### src/rtl/mesh_port_arbiter.sv
// Round-robin arbiter feeding one mesh output port from NUM_REQ FIFO heads.
// The winning head is popped the same cycle into a small FIFO buffer.
// The buffer is presented downstream with a pending/pop handshake.
module mesh_port_arbiter #(
  parameter int NUM_REQ   = 16,
  parameter int PKG_SZ    = 40,
  parameter int OUT_DEPTH = 4,
  parameter int CNT_W     = 16
) (
  input  logic                        clk,
  input  logic                        reset,
  input  logic [NUM_REQ-1:0]          pndng_in,
  input  logic [NUM_REQ*PKG_SZ-1:0]   data_in,
  output logic [NUM_REQ-1:0]          pop_out,
  output logic                        pndng_out,
  output logic [PKG_SZ-1:0]           data_out,
  input  logic                        popin,
  output logic [$clog2(NUM_REQ)-1:0]  grant_id,
  output logic [CNT_W-1:0]            pkt_count
);

  localparam int IW = $clog2(NUM_REQ);
  localparam int AW = $clog2(OUT_DEPTH);
  localparam logic [IW:0]   NREQ  = (IW+1)'(NUM_REQ);
  localparam logic [AW:0]   DEPTH = (AW+1)'(OUT_DEPTH);
  localparam logic [IW-1:0] LAST  = IW'(NUM_REQ-1);

  logic [NUM_REQ-1:0][PKG_SZ-1:0]   req_data;
  logic [OUT_DEPTH-1:0][PKG_SZ-1:0] mem;
  logic [AW-1:0]                    wr_ptr, rd_ptr;
  logic [AW:0]                      count;
  logic [IW-1:0]                    rr;
  logic [IW-1:0]                    winner;
  logic [IW:0]                      idx;
  logic                             found, arb_en, grant, drain;

  assign req_data = data_in;

  // Arbitration uses the registered occupancy only, so a slot freed by a
  // downstream pop this cycle is not reused until the next cycle.
  assign arb_en = reset && (count < DEPTH);
  assign grant  = arb_en && found;
  assign drain  = reset && popin && (count != '0);

  // First pending requester at or after rr, wrapping at NUM_REQ.
  always_comb begin
    found  = 1'b0;
    winner = '0;
    idx    = '0;
    for (int k = 0; k < NUM_REQ; k++) begin
      idx = {1'b0, rr} + (IW+1)'(k);
      if (idx >= NREQ) idx = idx - NREQ;
      if (!found && pndng_in[idx[IW-1:0]]) begin
        found  = 1'b1;
        winner = idx[IW-1:0];
      end
    end
  end

  // One-hot pop to the winner; all zero when blocked, idle or in reset.
  always_comb begin
    pop_out = '0;
    if (grant) pop_out[winner] = 1'b1;
  end

  // Buffer storage and write side; reset clears every entry.
  always_ff @(posedge clk) begin
    if (!reset) begin
      mem    <= '0;
      wr_ptr <= '0;
    end else if (grant) begin
      mem[wr_ptr] <= req_data[winner];
      wr_ptr      <= wr_ptr + AW'(1);
    end
  end

  // Round-robin pointer and last grant index advance only on a grant.
  always_ff @(posedge clk) begin
    if (!reset) begin
      rr       <= '0;
      grant_id <= '0;
    end else if (grant) begin
      rr       <= (winner == LAST) ? '0 : winner + IW'(1);
      grant_id <= winner;
    end
  end

  // Read side and forwarded-packet counter; pops on an empty buffer are ignored.
  always_ff @(posedge clk) begin
    if (!reset) begin
      rd_ptr    <= '0;
      pkt_count <= '0;
    end else if (drain) begin
      rd_ptr    <= rd_ptr + AW'(1);
      pkt_count <= pkt_count + CNT_W'(1);
    end
  end

  // Occupancy: push and pop together leave it unchanged.
  always_ff @(posedge clk) begin
    if (!reset) begin
      count <= '0;
    end else begin
      case ({grant, drain})
        2'b10:   count <= count + (AW+1)'(1);
        2'b01:   count <= count - (AW+1)'(1);
        default: count <= count;
      endcase
    end
  end

  assign pndng_out = (count != '0);
  assign data_out  = mem[rd_ptr];

endmodule

### config.mk
export PLATFORM = sky130hd
export DESIGN_NAME = mesh_port_arbiter
export DESIGN_NICKNAME = d
export VERILOG_FILES = /design/src/rtl/mesh_port_arbiter.sv
export SDC_FILE = /design/constraint.sdc
export NUM_CORES = 1
export LEC_CHECK = 0
export CORE_AREA = 5 5 284 286
export CTS_BUF_LIST = sky130_fd_sc_hd__clkbuf_8
export DETAILED_ROUTE_END_ITERATION = 16
export DIE_AREA = 0 0 289 291
export GPL_TIMING_DRIVEN = 0
export PLACE_DENSITY = 0.59
export SYNTH_ARGS = -nofsm -noshare
export SYNTH_HDL_FRONTEND = slang
export SYNTH_SLANG_ARGS = --single-unit
### constraint.sdc
create_clock -name clk -period 6.2 [get_ports clk]
set_clock_uncertainty 0.2 [all_clocks]
set_input_delay 1.24 -clock clk [delete_from_list [all_inputs] [get_ports clk]]
set_output_delay 1.24 -clock clk [all_outputs]
set_load 0.01 [all_outputs]
==> flow_metrics.env, run 1 <==
export IMPL_syn_nets=2703
export IMPL_via_count=22600
export IMPL_critPathKind="flip-flop to primary output"
export IMPL_ios=736
export IMPL_clockBufferDepth=2
export IMPL_violations="setup timing"
export IMPL_synth_avg_cell_area_um2=8.60
export IMPL_worstPathArrival_ns=4.90
export IMPL_post_route_min_period_ns=6.34
export IMPL_synth_top_area_share_pct=21.9
export IMPL_clk_pin_slew_ns=0.11
export IMPL_synth_most_common_cell="nand2_1"
export IMPL_path_max_fanout=5
export IMPL_setup_violations=16
export IMPL_first_pass_iters=6
export IMPL_final_max_slew_viol_count=0
export IMPL_cts_tree="built"
export IMPL_cts_root_buf="clkbuf_8"
export IMPL_grt_ovfl_total=0
export IMPL_ys_ff_latch=191
export IMPL_synth_area_leader_cell="dfxtp_1"
export IMPL_wl_per_cell_um=32.5
export IMPL_setup_tns_ns=-1.84
export IMPL_hold_worst_slack_ns=0.270
export IMPL_initial_core_util_pct=22.3
export IMPL_status="complete, but fails checks"
export IMPL_wirelength_um=127000
export IMPL_drc=0
export IMPL_max_clock_freq_ghz=0.158
export IMPL_critPathLaunchType="flip-flop"
export IMPL_worst_slew_pin_slew_ns=1.35
export IMPL_clkLatencyLatePin_ns=0.57
export IMPL_fin_ws_ns=-0.141
export IMPL_rows=103
export IMPL_ys_top_cells_by_count="247 x nand2_1, 191 x dfxtp_1, 172 x and3_1"
export IMPL_synth_ff_type="dfxtp_1"
export IMPL_cts_made_buffers=17
export IMPL_postRouteAntennaNets=0
export IMPL_vias_per_cell=5.81
export IMPL_htreeDepth=4
export IMPL_area_growth_pct=59.4
export IMPL_syn_inst=2026
export IMPL_drtIter0Drc=2423
export IMPL_gp_congestion=0.948
export IMPL_end_kind="primary output"
export IMPL_synth_seq_area_share_pct=21.9
export IMPL_fin_crit_sh_pct=102
export IMPL_grt_max_degree=21
export IMPL_grt_total_usage_pct=28.3
export IMPL_drv_cap=0
export IMPL_grt_pass1_vias=22200
export IMPL_hold_violations=0
export IMPL_relSlewSlack_pct=10.2
export IMPL_die_area_mm2=0.0841
export IMPL_dp_cells=3811
export IMPL_ys_types=80
export IMPL_drive_gt1_share_pct=15.3
export IMPL_synth_area_leaders="dfxtp_1 22%, mux4_2 8.4%, o221ai_1 8.0%, and3_1 6.2%, a211oi_1 5.4%"
export IMPL_hold_path_class="flip-flop to flip-flop"
export IMPL_final_cells=3897
export IMPL_port_buffers=735
export IMPL_cts_sinks=191
export IMPL_dp_hpwl_um=98600
export IMPL_core_area_mm2=0.0781
export IMPL_grt_pass1_wl_um=171000
export IMPL_synth_edf_count=0
export IMPL_nets=3496
export IMPL_critPathRequiredTime_ns=4.76
export IMPL_synth_area_mm2=0.0174
export IMPL_die_y_um=291
export IMPL_antenna_found_initial=22
export IMPL_rsz0062_at_grt="true"
export IMPL_synthArstFlopShare_pct=0
export IMPL_die_w_um=289
export IMPL_yosysWarnings=0
## metrics by stage
step / instance area (um2) / utilization (%) / setup WS [ns]
after CTS: 27600 / 35.3 / -0.387
final: 27800 / 35.6 / -0.141
after floorplan: 17500 / - / -0.0152
after detailed placement: 26200 / 33.5 / -2.63
after global placement: 26200 / 33.5 / -2.67
after global routing: 27800 / 35.5 / -0.264
## kinds of logic (layout without fill, tap and decap cells)
group	Yosys count	in the layout	synth area share, %
other	0	15	0
AOI/OAI and AO/OA	750	750	35.7
xor gates and xnor gates	34	34	1.75
and+or+nand+nor	595	595	16.9
muxes	188	188	15.9
buffers and inverters	250	1056	6.53
adders and majority gates	18	18	1.34
DFF	191	191	21.9
## critical path, stage by stage (launching register included)
cell	delay, ns
dfxtp_4	0.39
buf_12	0.12
clkinvlp_4	0.13
ha_4	0.32
buf_8	0.12
mux2_4	0.29
mux4_2	0.54
and2_4	0.21
a211oi_4	0.28
nand4_1	0.17
buf_6	0.17
a211oi_4	0.25
a2111oi_4	0.08
o31ai_4	0.35
and2_4	0.27
buf_12	0.14
ha_4	0.16
nand2_8	0.08
nor2_2	0.10
buf_2	0.14
## final timing paths
| path | from | slack (ns) | end | cells after the start |
|---|---|---|---|---|
| setup / recovery | rr[1]$_SDFFE_PN0P_ | -0.14 | pop_out[12] | 19 |
| hold / removal | mem[76]$_SDFFE_PN0P_ | 0.27 | mem[76]$_SDFFE_PN0P_ | 2 |
| setup reg to reg | rr[1]$_SDFFE_PN0P_ | 0.09 | mem[155]$_SDFFE_PN0P_ | 20 |
| hold reg to reg | mem[76]$_SDFFE_PN0P_ | 0.27 | mem[76]$_SDFFE_PN0P_ | 2 |
## layout make-up
cell class                 instances  area (um2)
antenna                           15        37.5
buffer                           219        1110
clock buffer                      17         234
clock inverter                    15         220
fill                            8177       50300
inverter                          20         103
multi-input combinational       1585       13100
sequential                       191        3830
tap                             1050        1310
timing repair buffer             785        7780
## layout by cell type, fill, tap and decap left out, types with 17 or more instances in the layout
cell type / synthesis / layout
a311oi_1: 80 / 80
mux2_2: 46 / 44
mux4_2: 65 / 65
a211oi_1: 126 / 109
clkbuf_1: 164 / 146
o211ai_2: 40 / 40
a21oi_1: 73 / 71
nand3_1: 29 / 26
and3_1: 172 / 171
buf_4: 12 / 55
buf_2: 35 / 36
nor2_1: 66 / 51
nand2_1: 247 / 235
o32ai_1: 40 / 40
mux2i_1: 68 / 55
dfxtp_1: 191 / 188
o221ai_1: 160 / 160
a211o_1: 43 / 42
clkbuf_8: 0 / 17
or3_1: 42 / 42
a2111o_1: 40 / 40
clkdlybuf4s50_1: 0 / 703
a21o_1: 85 / 84
## registers in the layout, summed over array words and instances, names as in the netlist
name / flops
count: 3
grant_id: 4
mem: 160
pkt_count: 16
rd_ptr: 2
rr: 4
wr_ptr: 2
## metal layers
layer	part of all wire, %	track usage [%]
met4	4.0	10.6
met1	40	36.3
met2	45	44.7
met5	0.061	0
met3	10	8.59
## timing repair
action / CTS / global route
setup buffers: 38 / 11
gates resized for setup: 239 / 51
cloned: 1 / 0
hold endpoints to repair: 0 / 0
pin swaps: 26 / 17
hold buffers: 0 / 0
endpoints found under the setup margin: 181 / 104
Power of run 1 is not shown: default switching activity piles up to over one toggle a cycle in this logic, so the estimate is an artifact.
==> inputs of run 2 (changes only) <==
- CORE_AREA: 5 5 284 286 -> 5 5 287 289
- DIE_AREA: 0 0 289 291 -> 0 0 292 294
- PLACE_DENSITY: 0.59 -> 0.57
- clock period: 6.2 -> 6.75 ns (I/O delays scaled with it)
==> run 2 against run 1 <==
Effect of this change: critical path depth is 2 higher; core utilization shrank 1.2 points; flip-flop and latch count is the same; cell area is 1.5% lower; first-iteration DRC count fell by 16%; register-to-register slack worse by 0.06 ns; via count decreased by 1.4%; hold slack worse by 0.0019 ns; global-route usage fell by 0.41 points; non-clock buffer count decreased by 13; wire length grew 1.0%; critical path type is now flip-flop to flip-flop; the run now ends clean; highest routed layer unchanged; die area grew 2.1%.
==> flow_metrics.env, run 2 (synthesized netlist as in run 1, its figures left out) <==
export IMPL_nets=3483
export IMPL_status="complete, no violations"
export IMPL_use_met2_pct=45.7
export IMPL_gp_congestion=0.953
export IMPL_area_growth_pct=57.0
export IMPL_path_max_fanout=10
export IMPL_whs_endpoint="grant_id[3]$_SDFFE_PN0P_"
export IMPL_hold_violations=0
export IMPL_vias_per_cell=5.73
export IMPL_whs_path_depth=2
export IMPL_dp_hpwl_um=101000
export IMPL_grt_util_met1_pct=35.9
export IMPL_regMostFlops="mem"
export IMPL_grt_max_degree=22
export IMPL_place_ws_ns=-2.53
export IMPL_fin_ws_ns=0.0273
export IMPL_die_w_um=292
export IMPL_layout_common_cells="703 x clkdlybuf4s50_1, 240 x nand2_1, 188 x dfxtp_1, 171 x and3_1, 160 x o221ai_1"
export IMPL_wirelength_um=128000
export IMPL_postRouteAntennaNets=0
export IMPL_initial_core_util_pct=21.9
export IMPL_reg_largest_list="mem: 160 flops, pkt_count: 16 flops"
export IMPL_worstPathArrival_ns=6.90
export IMPL_htreeDepth=4
export IMPL_first_pass_iters=5
export IMPL_ios=736
export IMPL_drv_cap=0
export IMPL_relSlewSlack_pct=1.63
export IMPL_cts_made_buffers=17
export IMPL_clockBufferDepth=2
export IMPL_worst_slew_pin_slew_ns=1.48
export IMPL_grt_pass1_vias=21800
export IMPL_die_area_mm2=0.0858
export IMPL_drtIter0Drc=2030
export IMPL_end_kind="flip-flop"
export IMPL_wl_per_cell_um=32.9
export IMPL_critPathRequiredTime_ns=6.92
export IMPL_r2r_start="rr[1]$_SDFFE_PN0P_"
export IMPL_grt_total_usage_pct=27.9
export IMPL_antenna_found_initial=35
export IMPL_final_max_slew_viol_count=0
export IMPL_setup_violations=0
export IMPL_placed_area_mm2=0.0261
export IMPL_rows=104
export IMPL_grt_ovfl_total=0
export IMPL_cts_tree="built"
export IMPL_busiest_layer="met2"
export IMPL_post_route_min_period_ns=6.72
export IMPL_drc=0
export IMPL_fin_crit_sh_pct=99.6
export IMPL_clk_pin_slew_ns=0.12
export IMPL_worst_r2r_endpoint="mem[154]$_SDFFE_PN0P_"
export IMPL_core_area_mm2=0.0796
export IMPL_largest_register_ffs=160
export IMPL_critPathLaunchType="flip-flop"
export IMPL_reg2reg_depth=21
export IMPL_clkLatencyLatePin_ns=0.53
export IMPL_cts_root_buf="clkbuf_8"
export IMPL_met3_usage_pct=7.43
export IMPL_hold_path_class="flip-flop to flip-flop"
export IMPL_critPathKind="flip-flop to flip-flop"
export IMPL_die_y_um=294
export IMPL_cts_sinks=191
export IMPL_port_buffers=735
export IMPL_r2r_setup_slack_ns=0.03
export IMPL_via_count=22300
export IMPL_grt_pass1_wl_um=172000
export IMPL_max_clock_freq_ghz=0.149
export IMPL_fin_area_mm2=0.0274
export IMPL_drive_gt1_share_pct=14.0
export IMPL_mostFrequentLayoutCell="clkdlybuf4s50_1"
export IMPL_min_delay_start="grant_id[3]$_SDFFE_PN0P_"
run 2: cell count changes in the layout (fill, tap and decap cells not counted), sizes merged:
cell           before  now
clkbuf            181  184
diode              15   14
buf               119  102
clkdlybuf4s15       1    2
bufinv              2    0
clkinvlp            3    4
inv                23   24
run 2: per-layer routing:
layer  part of all wire (%)  up-vias
met3                    9.1      168
met1                     41    11100
met5                   0.15        -
met4                    3.3       28
li1                       -     9758
met2                     47     1297
run 2: worst max-delay path by stage:
stage	from	end	slack [ns]	cells past startpoint
2_1_floorplan	rr[1]$_SDFFE_PN0P_	pop_out[3]	0.1	22
3_3_place_gp	rr[1]$_SDFFE_PN0P_	mem[78]$_SDFFE_PN0P_	-2.98	19
3_5_place_dp	rr[1]$_SDFFE_PN0P_	pop_out[5]	-2.53	21
4_1_cts	rr[1]$_SDFFE_PN0P_	pop_out[11]	0.004	24
5_1_grt	rr[0]$_SDFFE_PN0P_	mem[154]$_SDFFE_PN0P_	-0.0005	20
6_report	rr[1]$_SDFFE_PN0P_	mem[154]$_SDFFE_PN0P_	0.03	21
run 2: metrics by stage:
step | std cells | setup TNS, ns | utilization (%) | hold slack, ns
finish | 3893 | 0 | 34.4 | 0.268
global route | 3888 | -0.000470 | 34.3 | 0.288
CTS | 3874 | 0 | 34.1 | 0.271
detailed placement | 3821 | -361.04 | 32.8 | 0.242
global placement | 3821 | -435.17 | 32.8 | 0.236
floorplan | 2026 | 0 | - | 0.227
run 2: area by class of cell:
| cell class | instances | area, um2 |
|---|---|---|
| fillers | 8403 | 52300 |
| multi-input cells | 1585 | 13000 |
| repair buffers | 769 | 7570 |
| flip-flops and latches | 191 | 3830 |
| well taps | 1060 | 1330 |
| plain buffers | 222 | 1130 |
| clock buffers | 17 | 234 |
| clock inverters | 15 | 181 |
| inverters | 20 | 101 |
| diodes | 14 | 35.0 |
run 2: repair_timing:
item                       4_1_cts  5_1_grt
pin swaps                       13       16
gates cloned                     1        0
resized for setup              194       49
buffers inserted                24        9
hold buffers                     0        0
setup endpoints to repair      186       51
run 2: critical path, cell delays in order (launching register included):
cell and delay [ns]:
dfxtp_4 0.41, buf_12 0.12, clkbuf_16 0.13, clkinvlp_4 0.11, ha_4 0.33, buf_8 0.13
mux2_4 0.29, mux4_2 0.54, and2_4 0.21, a211oi_4 0.28, nand4_1 0.15, buf_6 0.17
a211oi_4 0.25, a2111oi_4 0.09, o31ai_4 0.30, buf_4 0.34, buf_6 0.33, nand3_1 0.39
clkbuf_1 0.62, o32ai_1 0.58, a2111o_1 0.37, o221ai_1 0.17
Power of run 2 is left out for the same reason.
